File: config.mk
export PLATFORM = sky130hd
export DESIGN_NAME = pixel_group_scheduler
export DESIGN_NICKNAME = d
export VERILOG_FILES = /design/src/rtl/pixel_group_scheduler.sv
export SDC_FILE = /design/constraint.sdc
export NUM_CORES = 1
export LEC_CHECK = 0
export CAP_MARGIN = 20
export CORE_UTILIZATION = 48
export CTS_CLUSTER_SIZE = 40
export DETAILED_ROUTE_END_ITERATION = 10
export PLACE_DENSITY = 0.79
export SLEW_MARGIN = 30
export SYNTH_ARGS = -nofsm -noshare
export SYNTH_HDL_FRONTEND = slang
export SYNTH_SLANG_ARGS = --single-unit
File: constraint.sdc
create_clock -name clk_i -period 2.2 [get_ports clk_i]
set_clock_uncertainty 0.1 [all_clocks]
set_input_delay 0.44 -clock clk_i [delete_from_list [all_inputs] [get_ports clk_i]]
set_output_delay 0.44 -clock clk_i [all_outputs]
set_load 0.005 [all_outputs]
File: src/rtl/pixel_group_scheduler.sv
// Pixel group scheduler.
// Collects pixel event strobes into a pending map, grants pixel groups in
// round-robin order and serves up to MAX_BURST pixels per group tenure.
// set_i and gnt_o are flattened row-major: bit index = row*ARRAY_COLS + col.
// Handshake: valid_o is high for the whole GRANT state and the address
// (gnt_o, x_add_o, y_add_o) is held stable until ack_i is seen high on a
// rising edge while valid_o is high. That edge is the transfer. ack_i is
// ignored while valid_o is low.
module pixel_group_scheduler #(
  parameter int ARRAY_ROWS = 4,
  parameter int ARRAY_COLS = 4,
  parameter int GRP_ROWS   = 2,
  parameter int GRP_COLS   = 2,
  parameter int MAX_BURST  = 4,
  localparam int NG_R    = ARRAY_ROWS / GRP_ROWS,
  localparam int NG_C    = ARRAY_COLS / GRP_COLS,
  localparam int NUM_GRP = NG_R * NG_C,
  localparam int NUM_PIX = ARRAY_ROWS * ARRAY_COLS,
  localparam int AW_X    = (ARRAY_COLS > 1) ? $clog2(ARRAY_COLS) : 1,
  localparam int AW_Y    = (ARRAY_ROWS > 1) ? $clog2(ARRAY_ROWS) : 1
) (
  input  logic               clk_i,
  input  logic               reset_i,
  input  logic [NUM_PIX-1:0] set_i,
  input  logic               enable_i,
  input  logic               ack_i,
  output logic               valid_o,
  output logic [NUM_PIX-1:0] gnt_o,
  output logic [AW_X-1:0]    x_add_o,
  output logic [AW_Y-1:0]    y_add_o,
  output logic [NUM_GRP-1:0] grp_req_o,
  output logic               grp_release_o,
  output logic               active_o,
  output logic [1:0]         state_o
);

  localparam int GW = (NUM_GRP > 1) ? $clog2(NUM_GRP) : 1;
  localparam int PW = (NUM_PIX > 1) ? $clog2(NUM_PIX) : 1;
  localparam int BW = $clog2(MAX_BURST + 1);

  // Reject configurations where groups do not tile the array.
  if ((ARRAY_ROWS % GRP_ROWS) != 0 || (ARRAY_COLS % GRP_COLS) != 0 || MAX_BURST < 1) begin : g_bad_cfg
    $error("pixel_group_scheduler: groups must tile the array and MAX_BURST must be >= 1");
  end

  typedef enum logic [1:0] {IDLE = 2'd0, SELECT = 2'd1, GRANT = 2'd2, RELEASE = 2'd3} state_t;

  state_t             state;
  logic [NUM_PIX-1:0] pend;
  logic [NUM_PIX-1:0] pend_nxt;
  logic [NUM_PIX-1:0] pix_oh;
  logic [NUM_PIX-1:0] clr;
  logic [NUM_GRP-1:0] grp_req;
  logic [GW-1:0]      grp_r;
  logic [GW-1:0]      last_grp;
  logic [GW-1:0]      next_grp;
  logic [PW-1:0]      pix_r;
  logic [PW-1:0]      first_pix;
  logic [BW-1:0]      burst_cnt;
  logic               grp_left;
  logic               burst_last;

  // Group number that owns flattened pixel index i.
  function automatic int grp_of(input int i);
    return ((i / ARRAY_COLS) / GRP_ROWS) * NG_C + (i % ARRAY_COLS) / GRP_COLS;
  endfunction

  // Pending map update: an ack clears the served pixel, a same-edge set wins.
  always_comb begin
    pix_oh   = NUM_PIX'(1) << pix_r;
    clr      = (state == GRANT && ack_i) ? pix_oh : '0;
    pend_nxt = (pend & ~clr) | set_i;
  end

  // Per-group request is the OR of the pending bits inside the group.
  always_comb begin
    grp_req = '0;
    for (int i = 0; i < NUM_PIX; i++) begin
      if (pend[i]) grp_req[grp_of(i)] = 1'b1;
    end
  end

  // Round-robin pick: first requesting group after last_grp, with wrap.
  always_comb begin
    next_grp = '0;
    for (int k = NUM_GRP; k >= 1; k--) begin
      if (grp_req[(int'(last_grp) + k) % NUM_GRP]) next_grp = GW'((int'(last_grp) + k) % NUM_GRP);
    end
  end

  // Lowest row-major pending pixel inside the tenured group.
  always_comb begin
    first_pix = '0;
    for (int i = NUM_PIX - 1; i >= 0; i--) begin
      if (pend[i] && grp_of(i) == int'(grp_r)) first_pix = PW'(i);
    end
  end

  // Tenure end conditions evaluated on the acked edge (after clear and new sets).
  always_comb begin
    grp_left = 1'b0;
    for (int i = 0; i < NUM_PIX; i++) begin
      if (pend_nxt[i] && grp_of(i) == int'(grp_r)) grp_left = 1'b1;
    end
    burst_last = (int'(burst_cnt) + 1 == MAX_BURST);
  end

  // Pending register, cleared by reset.
  always_ff @(posedge clk_i or negedge reset_i) begin
    if (!reset_i) pend <= '0;
    else          pend <= pend_nxt;
  end

  // Scheduler FSM: group pick, pixel pick, handshake, release.
  always_ff @(posedge clk_i or negedge reset_i) begin
    if (!reset_i) begin
      state     <= IDLE;
      grp_r     <= '0;
      pix_r     <= '0;
      burst_cnt <= '0;
      last_grp  <= GW'(NUM_GRP - 1);
    end else begin
      case (state)
        IDLE: begin
          if (enable_i && (|grp_req)) begin
            grp_r <= next_grp;
            state <= SELECT;
          end
        end
        SELECT: begin
          pix_r <= first_pix;
          state <= GRANT;
        end
        GRANT: begin
          if (ack_i) begin
            burst_cnt <= burst_cnt + BW'(1);
            state     <= (burst_last || !grp_left) ? RELEASE : SELECT;
          end
        end
        RELEASE: begin
          last_grp  <= grp_r;
          burst_cnt <= '0;
          state     <= IDLE;
        end
        default: state <= IDLE;
      endcase
    end
  end

  // Outputs decode the registered state; address fields are zero outside GRANT.
  always_comb begin
    valid_o       = (state == GRANT);
    gnt_o         = valid_o ? pix_oh : '0;
    x_add_o       = valid_o ? AW_X'(int'(pix_r) % ARRAY_COLS) : '0;
    y_add_o       = valid_o ? AW_Y'(int'(pix_r) / ARRAY_COLS) : '0;
    grp_req_o     = grp_req;
    grp_release_o = (state == RELEASE);
    active_o      = (|pend) || (state != IDLE);
    state_o       = state;
  end

endmodule
==> results_dict.tcl <==
set metrics [dict create \
    cts-root-buf "clkbuf_4" \
    period_share_pct 110 \
    synth_top_area_share_pct 38.8 \
    hold_class "in -> async" \
    status "finished with violations" \
    finalWorstSetupSlack_ns -0.211 \
    num_vias 2073 \
    die_h_um 62.3 \
    grt_pass1_wl_um 9960 \
    cts.htree.levels 2 \
    syn_nets 233 \
    io_buffer_count 48 \
    syn_inst 211 \
    drcViolationCount 0 \
    peakVddDrop_mv 0.717 \
    relSlewSlack_pct 65.4 \
    leakage_nw 1.28 \
    max-cap-violations 0 \
    synthTopCellsByArea "dfrtp_1 (39%), nor2_1 (6.7%), nand2b_1 (6.1%)" \
    fin_crit_ns 2.41 \
    ys_types 41 \
    synthFlopType "dfrtp_1" \
    slowest_stage "dfrtp_1" \
    max_freq_mhz 415 \
    crit_type "reg -> reg" \
    tightest_slew_ns 0.520 \
    slew_violations 0 \
    drt_iter0_drc 247 \
    area_growth_pct 62.7 \
    gr-usage-all-layers_pct 33.2 \
    grt_pass1_vias 2130 \
    cp_cell_sequence "buf_6 -> buf_6 -> nand4b_1 -> or2_1 -> a211o_1 -> nor4b_4 -> a22oi_2 -> a22oi_2" \
    rsz0062_at_grt "yes" \
    initial_core_util_pct 51.0 \
    ys_warn_count 0 \
    synth_seq_cells 29 \
    cts_tree "done" \
    cts-buffers-inserted 5 \
    tns_ns -0.211 \
    detail-route-antenna-nets 0 \
    syn_avg_cell_area_um2 8.26 \
    critPathBufInv 2 \
    failed_checks "negative setup slack" \
    drt_pass1_iterations 4 \
    ys_seq_area_share_pct 41.8 \
    synth_largest_area_cell "dfrtp_1" \
    setup_viol 1 \
    dp_cells 327 \
    synth_edf_count 0 \
    die_x_um 62.3 \
    nets 339 \
    n_antenna_cell 0 \
    die-area_um2 3880 \
    cts.clk_slew.worst_paths_ns 0.10 \
    clock_sinks 29 \
    grt_antenna_before_repair 0 \
    insertion_delay_ns 0.32 \
    grt_max_degree 30 \
    async_reset_ff_share_pct 100 \
    stdcell_count 364 \
    core_um2 3420 \
    grt_overflow 0 \
    post_route_cells_drive_above_1_share_pct 35.5 \
    vias_per_cell 5.70 \
    clock_path_buffers 2 \
    final-hold-violation-count 0 \
    crit_arrival_ns 2.55 \
    crit_path_end_kind "register" \
    place_hpwl_um 3900 \
    cp_max_fo 4 \
    cp.required_ns 2.34 \
    netlist_area_um2 1740 \
    io_pins 49 \
    rows 21 \
    routed_wl_um 6510 \
    p_per_area_nw_per_um2 865 \
    place.gp.congestion 0.858 \
    cp_top_family "simple AND/OR/NAND/NOR gates" \
    avgRoutedWirePerCell_um 17.9 \
    cpPeakStageDelay_ns 0.40 \
    cp-start-kind "register" \
]
## report_power, final
group	total [mW]	internal, mW	switching [mW]
sequential	0.835	0.662	0.174
clock	0.320	0.127	0.192
combinational	1.30	0.680	0.619
total	2.45	1.47	0.985
## through the flow
stage                     worst slack (ns)  total power, mW  utilization [%]  hold WS, ns  area, um2
after floorplan                      0.199             1.35                -       0.0444       1740
after global placement              -0.243             1.76             72.7        0.434       2480
after detailed placement            -0.362             1.80             72.7        0.458       2480
after CTS                          -0.0392             2.28             80.2        0.410       2740
after global routing                -0.268             2.59             83.0        0.430       2840
final                               -0.211             2.45             83.0        0.409       2840
## cell usage after synthesis (2+ instances only)
| cell | number |
|---|---|
| a211oi_1 | 3 |
| a21o_1 | 2 |
| a21oi_1 | 11 |
| a31oi_1 | 2 |
| and2_1 | 3 |
| clkbuf_1 | 9 |
| dfrtp_1 | 27 |
| dfstp_2 | 2 |
| ha_1 | 2 |
| inv_1 | 12 |
| mux2_2 | 5 |
| nand2_1 | 17 |
| nand2b_1 | 17 |
| nand3_1 | 4 |
| nand3b_1 | 4 |
| nand4b_1 | 2 |
| nor2_1 | 31 |
| nor2b_1 | 3 |
| nor3_1 | 8 |
| nor4_1 | 7 |
| o21ai_0 | 14 |
| o21ai_1 | 3 |
| o22ai_1 | 3 |
| or3b_1 | 2 |
| or4_1 | 2 |
## placed cells by master (no fill, tap or decap), drive strengths merged, types with 2 or more instances in the layout
cell type	count
ha	2
or3b	2
a21o	2
nor3	8
a31oi	2
a211oi	3
nand3b	4
nand2	17
nor4	7
dfstp	2
mux2	5
dlymetal6s2s	3
and2	3
buf	65
a22oi	2
a21oi	11
o22ai	3
or4	2
clkbuf	19
o21ai	17
nor2	31
clkdlybuf4s50	22
nand2b	17
nand4b	2
inv	13
nand3	4
nor4b	2
nor2b	3
dlygate4sd2	7
dfrtp	27
## repair_timing
action                     4_1_cts  5_1_grt
cloned                           0        0
pin swaps                        8       10
gates resized for setup         53       46
setup endpoints to repair       25       11
setup buffers                   19       10
hold buffers                     0        0
## metal layers
layer | track usage (%) | vias to the layer above | wire length, um
met5 | 0 | - | 0
met4 | 22.4 | 0 | 301
met3 | 6.25 | 33 | 451
met2 | 53.8 | 115 | 3220
met1 | 40.1 | 975 | 2540
li1 | - | 950 | -
## worst reg2reg max path, stage by stage, from the launching register on
cell and delay [ns]:
dfrtp_1 0.40, buf_6 0.12, buf_6 0.11, nand4b_1 0.34
or2_1 0.35, a211o_1 0.34, nor4b_4 0.31, a22oi_2 0.12
a22oi_2 0.15
## state kept, by name (all words and copies together), names as in the netlist
register and flops:
burst_cnt 3, grp_r 2, last_grp 2, pend 16, pix_r 4, state_o 2
## area by class of cell
type | count | area [um2]
inverter | 13 | 53.8
clock buffer | 8 | 48.8
fill | 223 | 579
timing repair buffer | 109 | 905
multi-input combinational | 159 | 1040
tap | 46 | 57.6
sequential | 29 | 728
## worst paths after layout
| kind | startpoint | end | slack (ns) | cells after the start |
|---|---|---|---|---|
| max in group asynchronous | reset_i | last_grp[1]$_DFFE_PN1P_ | 1.26 | 2 |
| setup reg to reg | state_o[0]$_DFFE_PN0P_ | state_o[1]$_DFFE_PN0P_ | -0.21 | 8 |
| hold reg to reg | burst_cnt[1]$_DFFE_PN0P_ | burst_cnt[1]$_DFFE_PN0P_ | 0.51 | 2 |
| hold / removal | reset_i | pend[7]$_DFF_PN0_ | 0.41 | 2 |
| setup / recovery | state_o[0]$_DFFE_PN0P_ | state_o[1]$_DFFE_PN0P_ | -0.21 | 8 |
| min in group clk_i | burst_cnt[1]$_DFFE_PN0P_ | burst_cnt[1]$_DFFE_PN0P_ | 0.51 | 2 |
## logic make-up after synthesis
group	synth area share [%]
adder cells (fa/ha/maj)	1.44
AND/OR/NAND/NOR	31.9
buffers and inverters	5.02
AO/OA/AOI/OAI	16.6
multiplexers	3.23
flip-flops	41.8
No activity file was read; power rests on OpenSTA's default activity.
==> variant 1 (config.mk and constraints unchanged) <==
`GRP_COLS`: 2 -> 1.
--- a/src/rtl/pixel_group_scheduler.sv
+++ b/src/rtl/pixel_group_scheduler.sv
@@ -12,3 +12,3 @@
   parameter int GRP_ROWS   = 2,
-  parameter int GRP_COLS   = 2,
+  parameter int GRP_COLS   = 1,
   parameter int MAX_BURST  = 4,
Ports: changed (resized grp_req_o); port bits go from 49 to 53. No check against the original RTL was run, so the function may have changed too.
==> variant 1 against the unedited design <==
- the flow still finishes with violations (setup timing)
- routed wire length grew 63%
- synthesized area grew 56%
- utilization grew 0.15 points
- count of clock-buffer cells in the layout shrank 2
- sequential share of layout area shrank 7.9 points
- final area grew 55%
- first-iteration DRC count shrank 4.5%
- power grew 60%
- non-clock buffer count grew 54
- clock power grew 88%
- worst setup slack gained 0.060 ns
- sequential cell count grew 2
- critical path type is now flip-flop to output port
- largest cell class unchanged
- largest power group unchanged
==> variant 1: results (changes against the unedited design) <==
Global routing
  • GRT Overall Usage: 35.2% (+2.0 points)
  • Vias in the first global route: 3297 (+55%)
  • First-pass GRT wire length: 16.2 mm (+63%)
  • Initial antenna violation count: 0 (unchanged)
  • Largest net degree at the start of global routing: 32 (+6.7%)

Layout
  • Biggest regs: pend: 16 flops, pix_r: 4 flops
  • Total Nets Final: 495 (+46%)
  • Layout cell share with drive strength beyond 1: 41.0% (+5.5 points)
  • FILL cells: 301 (+35%)
  • Antenna cells: 0 (unchanged)

Worst hold path
  • Hold Crit Class: input pin to asynchronous set/reset pin

Synthesis
  • Post-Syn Nets: 344 (+48%)
  • Most frequent cells after synthesis: nand2_1 (36), nor2_1 (32), dfrtp_1 (28)
  • Seq/Total Area, Yosys: 28.7% (-13 points)
  • Top post-synthesis cells by area: dfrtp_1 (26%), mux4_2 (8.3%), mux2i_1 (5.9%), nand2_1 (5.0%), nor2_1 (4.4%)
  • Count of different cell masters after synthesis: 63 (+54%)
  • Syn. warnings: 0 (unchanged)
  • Asr flop ratio synth: 100% (unchanged)

STA
  • Final WS setup: -0.151 ns (+0.0599 ns)
  • Worst Tran Pin Value: 0.442 ns (-0.0774 ns)
  • Final Setup Violations: 8 (+7)

Route
  • Detailed Route Iter0 Violations: 236 (-4.5%)
  • 1st-pass router iterations: 5 (+1)
  • Post-DR wirelength/cell: 19.5 um (+9.3%)
  • Routed vias: 3362 (+62%)

Placement
  • HPWL after detailed placement: 7.29 mm (+87%)
  • IO Port Bufs: 52 (+8.3%)
  • RePlAce Congestion: 0.958 (+12%)

Pwr
  • VDD IR max: 0.763 mV (+6.3%)
  • Static Leak: 1.87 nW (+46%)

Clock tree
  • Root buffer cell: clkbuf_8
  • Clk_lat worst skew: 0.29 ns (-0.03 ns)
  • CTS clk-pin slew, worst paths: 0.07 ns (-0.03 ns)
  • H-tree depth: 2 (unchanged)
  • Num CTS Buffers: 5 (unchanged)
  • Clk buf depth: 2 (unchanged)

Setup path
  • CP arrival: 1.81 ns (-0.74 ns)
  • Critical Path Fanout Max: 2 (-2)

Job
  • Max cap viols: 0 (unchanged)

Outcome
  • Outcome: finished, violations left
  • Violated checks: setup timing

Die
  • Number of core rows: 26 (+24%)
==> variant 1: metrics by stage <==
stage                     hold WS (ns)  instance area, um2  instances  worst slack [ns]  TNS, ns
after global routing             0.481                4380        543            -0.212    -1.22
after detailed placement         0.452                3940        516            -0.347    -1.38
after global placement           0.439                3940        516            -0.309    -1.20
final                            0.446                4380        543            -0.151   -0.809
after floorplan                 0.0444                2750        321            -0.146   -0.290
after CTS                        0.459                4230        537            -0.165   -0.556
==> variant 1: logic make-up after synthesis <==
logic type	count (synthesis)	synth area share, %
buffers and inverters	38	6.18
adder cells (fa/ha/maj)	3	1.38
flip-flops	31	28.7
multiplexers	31	17.5
AND/OR/NAND/NOR	128	23.4
AO/OA/AOI/OAI	87	21.9
XOR/XNOR	3	0.969
==> variant 1: path summary, 6_finish.rpt <==
kind | from | end | slack (ns) | cells past startpoint
max in group asynchronous | reset_i | last_grp[2] | 1.22 | 2
worst min register to register | burst_cnt[1] | burst_cnt[1] | 0.46 | 2
worst max register to register | last_grp[0] | grp_r[1] | -0.15 | 11
worst max-delay path | pend[11] | active_o | -0.15 | 6
worst min-delay path | reset_i | grp_r[2] | 0.45 | 2
min in group clk_i | burst_cnt[1] | burst_cnt[1] | 0.46 | 2
==> variant 1: power breakdown <==
part | leakage (nW) | switching (mW) | internal, mW
clock network | 0.0612 | 0.236 | 0.367
logic | 1.49 | 1.24 | 1.22
registers | 0.323 | 0.158 | 0.698
total | 1.87 | 1.63 | 2.29
==> variant 1: critical path, stage by stage (launching register included) <==
cell	delay, ns
dfrtp_1	0.41
nor2_4	0.16
inv_2	0.06
nor4_2	0.29
nand2_1	0.13
or3_1	0.34
clkbuf_2	0.13
==> variant 1: layout make-up <==
cell class,instances,area share [%]
multi-input cells,252,44.9
repair buffers,163,30.7
flip-flops and latches,31,17.8
well taps,70,2.00
clock buffers,6,1.88
inverters,19,1.86
clock inverters,2,0.799
==> variant 1: repair_timing <==
item	CTS	global route
resized for setup	64	45
cloned	0	0
endpoints found under the setup margin	27	20
setup buffers	13	6
hold buffers	0	0
pin swaps	17	14
==> variant 1: layer usage <==
layer,vias up,wire length [um],global-route usage [%]
met5,-,0,0
met4,0,663,22.1
met3,65,760,5.83
met2,207,5330,60.8
met1,1612,3860,40.2
li1,1478,-,-
==> variant 2 (config.mk and constraints unchanged) <==
Made on the original files. Reset style: synchronous (`reset_i`), changed in 2 clocked blocks.
--- a/src/rtl/pixel_group_scheduler.sv
+++ b/src/rtl/pixel_group_scheduler.sv
@@ -108,3 +108,3 @@
   // Pending register, cleared by reset.
-  always_ff @(posedge clk_i or negedge reset_i) begin
+  always_ff @(posedge clk_i) begin
     if (!reset_i) pend <= '0;
@@ -114,3 +114,3 @@
   // Scheduler FSM: group pick, pixel pick, handshake, release.
-  always_ff @(posedge clk_i or negedge reset_i) begin
+  always_ff @(posedge clk_i) begin
     if (!reset_i) begin
Function: differs if reset_i is asserted again (counterexample within 4 cycles, from zero or initial values and one cycle with reset_i low); with reset_i held inactive, the same outputs for 4 cycles.
==> variant 2 against the unedited design <==
- the run still ends with setup timing left
- critical path type is now flip-flop to output port
- routed wire length is 10% lower
- synthesized area fell by 1.0%
- final area shrank 0.13%
- first-iteration DRC count fell by 46%
- worst setup slack worse by 0.12 ns
- sequential cell count unchanged
Power is not compared: it rests on default switching activity, and its combinational part moved more than twofold at a synthesized area within 25%.
==> variant 2: results (changes against the unedited design) <==
Clock tree
  • H-tree depth: 2 (unchanged)

Global routing
  • Vias in the first global route: 1806 (-15%)
  • First-pass GRT wire length: 8.25 mm (-17%)
  • Largest net degree at the start of global routing: 18 (-40%)
  • GRT Overall Usage: 30.0% (-3.2 points)

Layout
  • Total Nets Final: 358 (+5.6%)
  • Final Non-Filler Cells: 383 (+5.2%)
  • Layout cell share with drive strength beyond 1: 31.2% (-4.4 points)

Placement
  • Placed inst area: 0.00256 mm2 (+3.2%)
  • HPWL after detailed placement: 4.03 mm (+3.4%)
  • RePlAce Congestion: 0.906 (+5.7%)

Synthesis
  • Most frequent cells after synthesis: dfxtp_1 (29), nor2_1 (27), nand2_1 (20)
  • Seq/Total Area, Yosys: 33.6% (-8.1 points)
  • Top post-synthesis cells by area: dfxtp_1 (34%), nor2_1 (5.9%), and2_1 (4.7%), a21oi_1 (4.6%), nand2_1 (4.4%)
  • Post-synth top flop: dfxtp_1
  • Post-synthesis adder-cell area fraction: 0.725% (-0.71 points)
  • XOR/XNOR Fraction of Synth Area: 0% (unchanged)
  • Compound-Gate Fraction of Synth Area: 19.9% (+3.4 points)
  • Mux cell area share after synthesis: 0.580% (-2.7 points)
  • Asr flop ratio synth: 0% (-100 points)
  • Post-Syn Nets: 257 (+10%)
  • Count of different cell masters after synthesis: 42 (+2.4%)
  • Syn avg cell area: 7.31 um2 (-11%)

Setup path
  • Worst path max stage delay: 0.54 ns (+0.14 ns)
  • Reg-to-reg endpoint: state_o[1]
  • Critical Path Fanout Max: 2 (-2)
  • R2R Setup Slk: 0.04 ns (+0.25 ns)
  • Worst R2R Path Depth: 7 (-1)
  • Critical Path Slowest Stage Cell: or4_4
  • Worst r2r src: pix_r[2]
  • CP arrival: 1.99 ns (-0.56 ns)

STA
  • Worst Tran Pin Value: 0.580 ns (+0.0608 ns)
  • Final Setup Violations: 3 (+2)
  • Fin Hold WS: 0.399 ns (-0.00964 ns)
  • Final WS setup: -0.332 ns (-0.122 ns)

Outcome
  • Violated checks: setup timing
  • Outcome: finished, violations left

Route
  • Detailed Route Iter0 Violations: 134 (-46%)
  • Routed Wire Length: 5.84 mm (-10%)
  • 1st-pass router iterations: 4 (unchanged)
  • Avg Vias per Cell: 5.57 (-2.1%)

Worst hold path
  • Hold Crit Start: pix_r[3]
  • Hold Crit Class: flip-flop to flip-flop
-- variant 2: worst max-delay path by stage --
stage	from	endpoint
after floorplan	pend[6]	active_o
after detailed placement	pend[5]	active_o
after CTS	pend[6]	active_o
after global placement	pend[5]	active_o
final	pend[0]	active_o
after global routing	pend[6]	active_o
-- variant 2: cell type report --
class | instances | area [um2]
Clock buffer | 7 | 55.1
Fill cell | 215 | 557
Inverter | 13 | 51.3
Multi-Input combinational cell | 179 | 1130
Sequential cell | 29 | 603
Tap cell | 46 | 57.6
Timing Repair Buffer | 109 | 937
-- variant 2: kinds of logic (layout without fill, tap and decap cells) --
family,after synthesis,in the layout
fa+ha+maj,1,1
mux,1,1
buf+inv,28,129
compound gates,57,57
flops,29,29
simple gates,120,120
-- variant 2: report_power, final --
group | internal [mW] | switching, mW | total (mW)
logic | 0.189 | 0.145 | 0.334
registers | 0.553 | 0.0344 | 0.587
clock network | 0.151 | 0.178 | 0.329
total | 0.893 | 0.358 | 1.25
-- variant 2: stage by stage --
step	setup TNS (ns)	power, mW	utilization, %	setup slack [ns]
6_report	-0.380	1.25	83.6	-0.332
5_1_grt	-0.510	1.32	83.6	-0.378
4_1_cts	-0.516	1.22	79.4	-0.337
3_5_place_dp	-0.621	0.885	75.6	-0.330
3_3_place_gp	-0.594	0.878	75.6	-0.345
2_1_floorplan	0	0.721	-	0.0532
-- variant 2: timing repair --
item,in CTS,in global routing
resized for setup,51,35
setup endpoints to repair,24,19
setup buffers,5,8
pin swaps,4,6
-- variant 2: per-layer routing --
layer / GRT usage, % / vias up / routed length, um
li1: - / 1027 / -
met1: 36.7 / 996 / 2370
met2: 51.4 / 98 / 2870
met3: 6.63 / 14 / 457
met4: 11.1 / 0 / 140
met5: 0 / - / 0
-- variant 2: critical path, delay by kind of cell (launching register included) --
kind	cells	cell delay, ns
AND/OR/NAND/NOR	3	1.22
buffers and inverters	1	0.14
flip-flops	1	0.31
